### config.mk
export PLATFORM = sky130hd
export DESIGN_NAME = obstacle_scheduler
export DESIGN_NICKNAME = d
export VERILOG_FILES = /design/src/rtl/obstacle_scheduler_pkg.sv /design/src/rtl/obstacle_scheduler_lfsr16.sv /design/src/rtl/obstacle_scheduler.sv
export SDC_FILE = /design/constraint.sdc
export NUM_CORES = 1
export LEC_CHECK = 0
export ABC_AREA = 1
export CORE_MARGIN = 4
export CORE_UTILIZATION = 60
export CTS_BUF_LIST = sky130_fd_sc_hd__clkbuf_8 sky130_fd_sc_hd__clkbuf_16
export DETAILED_ROUTE_END_ITERATION = 12
export DONT_BUFFER_PORTS = 1
export HOLD_SLACK_MARGIN = 0.02
export PLACE_DENSITY = 0.82
export SETUP_SLACK_MARGIN = 0.4
export SLEW_MARGIN = 0
export SYNTH_ARGS = -nofsm -noshare
export SYNTH_HDL_FRONTEND = slang
export SYNTH_SLANG_ARGS = --single-unit
### constraint.sdc
create_clock -name clk -period 2.2 [get_ports clk]
set_input_delay 0.44 -clock clk [delete_from_list [all_inputs] [get_ports clk]]
set_output_delay 0.44 -clock clk [all_outputs]
set_load 0.02 [all_outputs]
### src/rtl/obstacle_scheduler_pkg.sv
// Shared constants and types for the Flappy Bird obstacle scheduler.
// Defaults match a 640x480 playfield.
package obstacle_scheduler_pkg;

   localparam int DEF_NUM_SLOTS    = 3;
   localparam int DEF_SCREEN_W     = 640;
   localparam int DEF_SPEED        = 2;
   localparam int DEF_SPAWN_FRAMES = 120;
   localparam int DEF_GAP_MIN      = 60;
   localparam int DEF_GAP_LOG2     = 8;
   localparam int DEF_BIRD_X       = 160;
   localparam int DEF_GAP_H        = 120;
   localparam int SCREEN_H         = 480;

   localparam logic [15:0] LFSR_SEED = 16'hACE1;

   typedef enum logic [1:0] {
      IDLE   = 2'd0,
      RUN    = 2'd1,
      FROZEN = 2'd2
   } sched_state_t;

endpackage

### src/rtl/obstacle_scheduler_lfsr16.sv
// Free-running 16-bit Fibonacci LFSR, taps 16,14,13,11.
// Non-zero seed keeps it out of the all-zero lock-up state.
module lfsr16
   import obstacle_scheduler_pkg::*;
(
   input  logic        clk,
   input  logic        reset,
   output logic [15:0] q
);

   logic [15:0] q_q;
   logic [15:0] q_d;
   logic        fb;

   assign fb  = q_q[15] ^ q_q[13] ^ q_q[12] ^ q_q[10];
   assign q_d = {q_q[14:0], fb};
   assign q   = q_q;

   always_ff @(posedge clk or negedge reset) begin
      if (!reset) q_q <= LFSR_SEED;
      else        q_q <= q_d;
   end

endmodule

### src/rtl/obstacle_scheduler.sv
// Obstacle pool: spawns, scrolls and retires obstacles once per frame.
// All outputs are registered; game state is IDLE/RUN/FROZEN.
module obstacle_scheduler
   import obstacle_scheduler_pkg::*;
#(
   parameter int NUM_SLOTS    = DEF_NUM_SLOTS,
   parameter int SCREEN_W     = DEF_SCREEN_W,
   parameter int SPEED        = DEF_SPEED,
   parameter int SPAWN_FRAMES = DEF_SPAWN_FRAMES,
   parameter int GAP_MIN      = DEF_GAP_MIN,
   parameter int GAP_LOG2     = DEF_GAP_LOG2,
   parameter int BIRD_X       = DEF_BIRD_X,
   parameter int GAP_H        = DEF_GAP_H
)(
   input  logic                    clk,
   input  logic                    reset,
   input  logic                    frame_tick,
   input  logic                    start,
   input  logic                    crash,
   output logic [NUM_SLOTS-1:0]    valid,
   output logic [10*NUM_SLOTS-1:0] x_flat,
   output logic [9*NUM_SLOTS-1:0]  gap_top_flat,
   output logic                    running,
   output logic                    score_pulse,
   output logic                    spawn_drop
);

   localparam int CNT_W = $clog2(SPAWN_FRAMES + 1);
   localparam logic [CNT_W-1:0] CNT_LAST = CNT_W'(SPAWN_FRAMES - 1);
   localparam logic [9:0] X_SPEED = 10'(SPEED);
   localparam logic [9:0] X_BIRD  = 10'(BIRD_X);
   localparam logic [9:0] X_SPAWN = 10'(SCREEN_W);
   localparam logic [8:0] G_RESET = 9'(GAP_MIN);

   if (GAP_MIN + (1 << GAP_LOG2) - 1 > SCREEN_H - 1 - GAP_H) begin : g_gap_chk
      $error("obstacle_scheduler: gap range exceeds screen height");
   end

   sched_state_t         state_q, state_d;
   logic [CNT_W-1:0]     cnt_q, cnt_d;
   logic                 score_q, score_d;
   logic                 drop_q, drop_d;
   logic                 clear;
   logic                 tick_run;
   logic                 spawn_now;
   logic [NUM_SLOTS-1:0] free;
   logic [NUM_SLOTS-1:0] sel;
   logic [NUM_SLOTS-1:0] hit;
   logic [15:0]          lfsr;
   logic [8:0]           gap_new;
   logic                 unused_lfsr;

   lfsr16 u_lfsr (
      .clk   (clk),
      .reset (reset),
      .q     (lfsr)
   );

   assign unused_lfsr = ^lfsr;
   assign gap_new     = G_RESET + 9'(lfsr[GAP_LOG2-1:0]);

   always_comb begin
      state_d = state_q;
      clear   = 1'b0;
      unique case (state_q)
         IDLE, FROZEN: begin
            if (start) begin
               state_d = RUN;
               clear   = 1'b1;
            end
         end
         RUN: begin
            if (crash) state_d = FROZEN;
         end
         default: state_d = IDLE;
      endcase
   end

   // crash outranks a coincident frame_tick
   assign tick_run  = (state_q == RUN) && frame_tick && !crash;
   assign spawn_now = tick_run && (cnt_q == CNT_LAST);

   // slots free before this tick; retirements this tick don't count
   assign free = ~valid;
   assign sel  = free & (~free + NUM_SLOTS'(1));

   always_comb begin
      cnt_d = cnt_q;
      if (clear)         cnt_d = CNT_LAST;
      else if (spawn_now) cnt_d = '0;
      else if (tick_run)  cnt_d = cnt_q + CNT_W'(1);
   end

   assign score_d = |hit;
   assign drop_d  = spawn_now && (free == '0);

   for (genvar i = 0; i < NUM_SLOTS; i++) begin : g_slot
      logic       v_q, v_d;
      logic [9:0] x_q, x_d;
      logic [8:0] g_q, g_d;
      logic       h;

      always_comb begin
         v_d = v_q;
         x_d = x_q;
         g_d = g_q;
         h   = 1'b0;
         if (clear) begin
            v_d = 1'b0;
         end else if (tick_run) begin
            if (v_q) begin
               if (x_q < X_SPEED) begin
                  v_d = 1'b0;
               end else begin
                  x_d = x_q - X_SPEED;
                  h   = (x_q >= X_BIRD) && (x_d < X_BIRD);
               end
            end else if (spawn_now && sel[i]) begin
               v_d = 1'b1;
               x_d = X_SPAWN;
               g_d = gap_new;
            end
         end
      end

      always_ff @(posedge clk or negedge reset) begin
         if (!reset) begin
            v_q <= 1'b0;
            x_q <= X_SPAWN;
            g_q <= G_RESET;
         end else begin
            v_q <= v_d;
            x_q <= x_d;
            g_q <= g_d;
         end
      end

      assign valid[i]                = v_q;
      assign x_flat[10*i +: 10]      = x_q;
      assign gap_top_flat[9*i +: 9]  = g_q;
      assign hit[i]                  = h;
   end

   always_ff @(posedge clk or negedge reset) begin
      if (!reset) begin
         state_q <= IDLE;
         cnt_q   <= '0;
         score_q <= 1'b0;
         drop_q  <= 1'b0;
      end else begin
         state_q <= state_d;
         cnt_q   <= cnt_d;
         score_q <= score_d;
         drop_q  <= drop_d;
      end
   end

   assign running     = (state_q == RUN);
   assign score_pulse = score_q;
   assign spawn_drop  = drop_q;

endmodule
==> results of run 1 <==
-- worst paths after layout --
kind                       slack, ns  cells after the start                to        startpoint
hold / removal                 -0.21                      0  g_slot[0].x_q[8]             reset
hold reg to reg                 0.36                      0      u_lfsr.q[10]       u_lfsr.q[9]
max in group asynchronous       2.21                      0       u_lfsr.q[6]             reset
min in group clk                0.22                      2        state_q[1]             crash
setup / recovery                0.51                      6     g_slot[2].v_q  g_slot[2].x_q[3]
setup reg to reg                0.51                      6     g_slot[2].v_q  g_slot[2].x_q[3]
-- power breakdown --
group	leakage [µW]	switching [µW]	internal [µW]	total, µW
logic	0.000958	653	359	1010
clock network	0.000113	555	680	1240
registers	0.00100	480	1830	2310
-- cell families (layout without fill, tap and decap cells) --
family / Yosys count / in the layout
AOI/OAI and AO/OA: 70 / 70
xor gates and xnor gates: 18 / 18
adders and majority gates: 5 / 5
buffers and inverters: 63 / 71
DFF: 84 / 84
other: 1 / 3
and+or+nand+nor: 213 / 214
-- Yosys cell counts (2+ instances only) --
| library cell | count | area (µm²) |
|---|---|---|
| sky130_fd_sc_hd__nand2_1 | 122 | 458 |
| sky130_fd_sc_hd__dfrtp_1 | 58 | 1450 |
| sky130_fd_sc_hd__inv_1 | 42 | 158 |
| sky130_fd_sc_hd__nor2_1 | 38 | 143 |
| sky130_fd_sc_hd__o21ai_0 | 38 | 190 |
| sky130_fd_sc_hd__dfstp_2 | 26 | 683 |
| sky130_fd_sc_hd__nand3_1 | 26 | 130 |
| sky130_fd_sc_hd__xor2_1 | 13 | 114 |
| sky130_fd_sc_hd__o21ai_2 | 9 | 78.8 |
| sky130_fd_sc_hd__nand4_1 | 7 | 43.8 |
| sky130_fd_sc_hd__o21ai_1 | 7 | 35.0 |
| sky130_fd_sc_hd__buf_4 | 6 | 45.0 |
| sky130_fd_sc_hd__a21oi_1 | 5 | 25.0 |
| sky130_fd_sc_hd__ha_1 | 5 | 62.6 |
| sky130_fd_sc_hd__xnor2_1 | 5 | 43.8 |
| sky130_fd_sc_hd__buf_2 | 4 | 20.0 |
| sky130_fd_sc_hd__inv_2 | 4 | 15.0 |
| sky130_fd_sc_hd__nand2_2 | 4 | 25.0 |
| sky130_fd_sc_hd__nor2_4 | 3 | 33.8 |
| sky130_fd_sc_hd__inv_4 | 2 | 12.5 |
| sky130_fd_sc_hd__nand4_4 | 2 | 42.5 |
| sky130_fd_sc_hd__nor2_2 | 2 | 12.5 |
| sky130_fd_sc_hd__nor2_8 | 2 | 40.0 |
| sky130_fd_sc_hd__o221ai_1 | 2 | 17.5 |
-- per-stage QoR --
step           hold WS [ns]  power [µW]
2_1_floorplan         0.144        3060
3_3_place_gp          0.147        3220
3_5_place_dp          0.146        3270
4_1_cts              -0.234        4520
5_1_grt              -0.235        4830
6_report             -0.214        4560
-- state kept, by name (all words and copies together), names as in the netlist --
| register | flops |
|---|---|
| cnt_q | 7 |
| score_pulse | 1 |
| u_lfsr.q | 16 |
| g_slot.x_q | 27 |
| spawn_drop | 1 |
| g_slot.g_q | 27 |
| state_q | 2 |
| g_slot.v_q | 3 |
-- cell type report --
class / instances / area share, %
Clock buffer: 10 / 3.09
Sequential cell: 84 / 48.1
Inverter: 51 / 4.83
Tap cell: 77 / 2.16
Clock inverter: 6 / 2.11
Multi-Input combinational cell: 310 / 39.0
Timing Repair Buffer: 4 / 0.675
-- cell usage in the layout (no fill, tap or decap), types with 3 or more instances in the layout --
cell type	synthesis	layout
sky130_fd_sc_hd__dfrtp_2	0	7
sky130_fd_sc_hd__nand3_2	1	3
sky130_fd_sc_hd__nor2_2	2	8
sky130_fd_sc_hd__o21ai_0	38	37
sky130_fd_sc_hd__nand3_1	26	24
sky130_fd_sc_hd__nand2_1	122	122
sky130_fd_sc_hd__a21oi_1	5	5
sky130_fd_sc_hd__inv_2	4	5
sky130_fd_sc_hd__conb_1	1	3
sky130_fd_sc_hd__nor2_4	3	5
sky130_fd_sc_hd__xor2_1	13	12
sky130_fd_sc_hd__o21ai_2	9	9
sky130_fd_sc_hd__buf_4	6	4
sky130_fd_sc_hd__dfstp_2	26	26
sky130_fd_sc_hd__nor2_1	38	31
sky130_fd_sc_hd__inv_1	42	41
sky130_fd_sc_hd__nand4_1	7	7
sky130_fd_sc_hd__o21ai_1	7	8
sky130_fd_sc_hd__inv_6	1	3
sky130_fd_sc_hd__dfrtp_1	58	51
sky130_fd_sc_hd__nand2_2	4	4
sky130_fd_sc_hd__clkbuf_8	0	10
sky130_fd_sc_hd__xnor2_1	5	5
-- layer usage --
layer | global-route usage (%) | wire (µm) | vias up
li1 | - | - | 1462
met1 | 26.6 | 3530 | 1449
met2 | 33.3 | 4160 | 93
met3 | 5.50 | 581 | 16
met4 | 7.27 | 122 | 0
met5 | 0 | 0 | -
-- what timing repair did --
item | in CTS | in global routing
pin swaps | 1 | 4
endpoints found under the hold margin | 84 | 84
endpoints found under the setup margin | 6 | 29
buffers inserted | 1 | 1
resized for setup | 1 | 24
cloned | 0 | 1
==> parameters.txt, run 1 <==
Parameter                              Value

Routing
  Count of antenna-violating nets left after detailed routing    0
  Total length of routed wires    8.40 mm
  1st-iter DRT viols    166
  Routed length per instance    15.5 µm
  Total vias in the final route    3020
  DRC violation count after routing    0
  Vias per Instance    5.57
  Pre-antenna DRT Iters    4

Yosys
  EDFF count, synth    0
  Combinational family with the most area after synthesis    simple AND/OR/NAND/NOR gates
  Number of synthesized register bits    84
  Warnings from Yosys    0
  Synthesized-area fraction occupied by ao, oa, aoi and oai cells    10.4%
  Summed instance area of the synthesized netlist    4090 µm²
  Mean cell area of the mapped netlist    9.01 µm²
  Sequential area share after synthesis    52.2%
  Post-synthesis share of cell area spent on full adders, half adders and majority gates    1.53%
  Most used DFF post-synth    sky130_fd_sc_hd__dfrtp_1
  Post-synthesis xor/xnor area fraction    3.86%
  Distinct cell type count of the synthesized netlist    46
  Post-synthesis share of cell area spent on and, or, nand and nor gates    24.7%
  Multiplexer share of the synthesized area    0%
  Post-synthesis instance total    454
  Ys async rst share    100%

Worst hold path
  Path class of the lowest-slack min-delay path    input pin to async pin

Clocking
  H-tree lvl count    3
  Buffers from clock root to sink, at most    2
  Clock network latency to the later pin of the worst-skew pair    0.34 ns
  TritonCTS clock tree    yes
  Cell at the root of the clock tree    sky130_fd_sc_hd__clkbuf_8
  Clock net sink count    84
  Clk slew on worst S/H paths    0.08 ns
  CTS Buf Count    9

Cells and area
  Number of standard cells in the final layout excluding fillers    542
  Synth-to-layout area growth    8.87%
  Multi-input combinational cell area    1740 µm²
  Final net count    470
  Non-Filler Cell Area, Final    4450 µm²
  Final cell utilization of the core    68.5%
  Fraction of final layout cells sized beyond drive strength 1    23.0%
  Area taken by flip-flops and latches    2140 µm²
  Fill cell total of the finished layout    493
  Antenna diodes    0

Status
  Outcome    finished, violations left
  Violations in the final reports    negative hold slack

Floorplan
  Number of placed I/O pins    68
  Die ar.    8200 µm²
  Floorplan die height    90.6 µm
  Width of the die    90.6 µm
  Placeable Area    6490 µm²
  Count of standard-cell rows    29
  Starting utilization of the core area    63.0%

Worst setup path
  Endpoint required time on the critical path    2.41 ns
  WP data arrival    1.90 ns
  Critical setup path kind    flop to flop
  Startpoint class of the critical path    flop
  Top cell family by delay on the critical path    simple AND/OR/NAND/NOR gates
  Cell at the slowest stage of the critical path    sky130_fd_sc_hd__dfrtp_2
  Crit path cell chain    nor2_1 > nand2_1 > nor2_2 > a21oi_1 > o21ai_4 > o21ai_0
  Largest driver fanout on the critical path    7
  Maximum single-stage delay on the critical path    0.49 ns
  Critical path endpoint category    flop
  WP buf/inv    0

Power and ir drop
  Highest ir drop seen on vdd    0.000602 V
  Cell area power density    1020 nW/µm²
  Leakage power    0.00207 µW

Placement
  Weighted congestion reported at the end of routability-driven placement    0.910
  Worst setup slack before clock tree synthesis    0.401 ns
  DP Area    4130 µm²
  HPWL after detailed placement    5.88 mm
  Count of input and output buffers    0
  Number of placed cells counting well taps    523

Global route
  Global-route wire length before repair    13.8 mm
  Global-route congestion overflow total    0
  Number of global-route vias before repair    2841
  Maximum number of pins on one net before global-route repair    85
  GRT Total Usage    20.6%
  Antenna violations before repair    0

Timing
  Hold Slack    -0.214 ns
  Accumulated negative setup slack    0 ns
  Highest Clock Rate    593 MHz
  Setup repair after global routing missed its margin    false
  Final worst clock skew    0.0102 ns
  Final period util    76.6%
  Final setup fails    0
  Setup ws final    0.514 ns
  Pins Over Slew Limit    0
  Final Hold Viols    84
  Tmin final    1.69 ns

Flow run
  # Max-Cap Violations    0
Power figures use the tool's default switching activity.
==> run 2: changes to the inputs <==
--- a/config.mk
+++ b/config.mk
@@ -7,12 +7,12 @@
 export LEC_CHECK = 0
 export ABC_AREA = 1
 export CORE_MARGIN = 4
-export CORE_UTILIZATION = 60
+export CORE_UTILIZATION = 57
 export CTS_BUF_LIST = sky130_fd_sc_hd__clkbuf_8 sky130_fd_sc_hd__clkbuf_16
 export DETAILED_ROUTE_END_ITERATION = 12
 export DONT_BUFFER_PORTS = 1
 export HOLD_SLACK_MARGIN = 0.02
-export PLACE_DENSITY = 0.82
+export PLACE_DENSITY = 0.81
 export SETUP_SLACK_MARGIN = 0.4
 export SLEW_MARGIN = 0
 export SYNTH_ARGS = -nofsm -noshare
==> constraint.sdc (replaced) <==
create_clock -name clk -period 1.5 [get_ports clk]
set_input_delay 0.3 -clock clk [delete_from_list [all_inputs] [get_ports clk]]
set_output_delay 0.3 -clock clk [all_outputs]
set_load 0.02 [all_outputs]
==> parameters.txt, run 2 (synthesis results as in run 1) <==
Parameter                              Value

Timing
  Setup repair after global routing missed its margin    true
  Final worst clock skew    0.0127 ns
  Final period util    109%
  Final setup fails    52
  Setup ws final    -0.130 ns
  Pins Over Slew Limit    0
  Highest Clock Rate    614 MHz
  Hold Slack    -0.366 ns
  Final Hold Viols    84
  Accumulated negative setup slack    -3.05 ns
  Tmin final    1.63 ns

Global route
  Maximum number of pins on one net before global-route repair    85
  Number of global-route vias before repair    3682
  Antenna violations before repair    0
  GRT Total Usage    26.0%
  Global-route congestion overflow total    0
  Global-route wire length before repair    17.6 mm

Routing
  Count of antenna-violating nets left after detailed routing    0
  Pre-antenna DRT Iters    5
  1st-iter DRT viols    242
  Total vias in the final route    3644
  Vias per Instance    5.58
  DRC violation count after routing    0
  Total length of routed wires    11.6 mm
  Routed length per instance    17.8 µm

Floorplan
  Count of standard-cell rows    30
  Starting utilization of the core area    59.5%
  Width of the die    92.7 µm
  Floorplan die height    92.7 µm
  Number of placed I/O pins    68
  Placeable Area    6870 µm²
  Die ar.    8590 µm²

Power and ir drop
  Fraction of power consumed by sequential logic    40.1%
  Highest ir drop seen on vdd    0.000842 V
  Leakage power    0.00267 µW
  Cell area power density    1390 nW/µm²
  Clock network power share    19.5%
  Share of total power in combinational logic    40.4%
  Switching share of power    39.6%
  P_int    4750 µW
  Switching power    3110 µW

Worst setup path
  Endpoint required time on the critical path    1.74 ns
  Reg2reg setup slack    -0.13 ns
  WP data arrival    1.87 ns
  Critical path endpoint category    flop
  Critical setup path kind    flop to flop
  Worst setup path startpoint    cnt_q[0]
  Startpoint class of the critical path    flop
  Startpoint of the lowest-slack register-to-register path    cnt_q[0]
  Largest driver fanout on the critical path    16

Clocking
  H-tree lvl count    3
  Clock network latency to the later pin of the worst-skew pair    0.35 ns
  Clk slew on worst S/H paths    0.10 ns
  CTS Buf Count    9
  Clock net sink count    84
  Buffers from clock root to sink, at most    2
  TritonCTS clock tree    yes
  Cell at the root of the clock tree    sky130_fd_sc_hd__clkbuf_8

Flow run
  # Max-Cap Violations    0

Cells and area
  Antenna diodes    0
  Final cell utilization of the core    82.6%
  Final net count    562
  Fill cell total of the finished layout    378
  Commonest non-fill, non-tap cell in the layout    sky130_fd_sc_hd__nand2_1
  Fraction of final layout cells sized beyond drive strength 1    50.8%
  Synth-to-layout area growth    38.8%
  Number of standard cells in the final layout excluding fillers    653
  Non-Filler Cell Area, Final    5670 µm²
  Commonest cells after routing, fill and taps aside    sky130_fd_sc_hd__nand2_1, sky130_fd_sc_hd__buf_6, sky130_fd_sc_hd__buf_4, sky130_fd_sc_hd__inv_1, sky130_fd_sc_hd__dfrtp_1

Placement
  Count of input and output buffers    0
  Number of placed cells counting well taps    602
  HPWL after detailed placement    6.67 mm
  DP Area    4680 µm²
  Weighted congestion reported at the end of routability-driven placement    0.868
  Worst setup slack before clock tree synthesis    -0.0584 ns

Worst hold path
  Path class of the lowest-slack min-delay path    input pin to async pin

Status
  Violations in the final reports    negative hold slack, negative setup slack
  Outcome    finished, violations left
run 2: routing by layer:
metal	vias up	global-route usage, %	wire (µm)
met5	-	0	0
met4	0	9.52	335
met3	36	6.09	864
met2	164	46.0	6140
met1	1794	30.8	4310
li1	1650	-	-
run 2: final cells by class:
class / count / area (µm²) / share of cell area (%)
repair buffers: 96 / 930 / 16.4
clock buffers: 9 / 124 / 2.18
well taps: 96 / 120 / 2.12
inverters: 51 / 241 / 4.26
flip-flops and latches: 84 / 2170 / 38.2
clock inverters: 7 / 58.8 / 1.04
multi-input cells: 310 / 2030 / 35.8
run 2: what timing repair did:
| action | 4_1_cts | 5_1_grt |
|---|---|---|
| gates resized for setup | 109 | 59 |
| endpoints found under the hold margin | 84 | 84 |
| setup endpoints to repair | 126 | 126 |
| pin swaps | 22 | 18 |
| setup buffers | 24 | 9 |
| gates cloned | 0 | 2 |
run 2: final timing paths:
| path | cells past startpoint | end |
|---|---|---|
| min reg2reg | 0 | u_lfsr.q[10] |
| min in group clk | 2 | state_q[1] |
| max | 12 | g_slot[0].g_q[0] |
| min | 0 | g_slot[1].x_q[4] |
| max in group asynchronous | 0 | g_slot[2].g_q[4] |
| max reg2reg | 12 | g_slot[0].g_q[0] |
run 2: worst max-delay path: stages, from the launching register on:
cell and delay [ns]:
sky130_fd_sc_hd__dfrtp_1 0.37, sky130_fd_sc_hd__ha_2 0.20, sky130_fd_sc_hd__nand2_2 0.06, sky130_fd_sc_hd__inv_2 0.08, sky130_fd_sc_hd__nand2_4 0.06, sky130_fd_sc_hd__nor2_8 0.16, sky130_fd_sc_hd__inv_4 0.06, sky130_fd_sc_hd__nor2_4 0.10
sky130_fd_sc_hd__inv_4 0.06, sky130_fd_sc_hd__nor2_8 0.13, sky130_fd_sc_hd__inv_8 0.08, sky130_fd_sc_hd__nand2_1 0.10, sky130_fd_sc_hd__o21ai_2 0.06
run 2: through the flow:
stage	hold slack [ns]	total power, µW
after CTS	-0.382	7460
after floorplan	0.00441	4600
final	-0.366	7860
after global placement	0.00681	5330
after global routing	-0.391	8270
after detailed placement	0.00674	5430
run 2: power groups by stage:
| stage | Sequential, µW | Clock, µW | Combinational, µW |
|---|---|---|---|
| 2_1_floorplan | 3300 | 0 | 1300 |
| 6_report | 3150 | 1540 | 3180 |
| 5_1_grt | 3180 | 1660 | 3430 |
| 3_3_place_gp | 3100 | 0 | 2220 |
| 3_5_place_dp | 3120 | 0 | 2300 |
| 4_1_cts | 3120 | 1530 | 2810 |
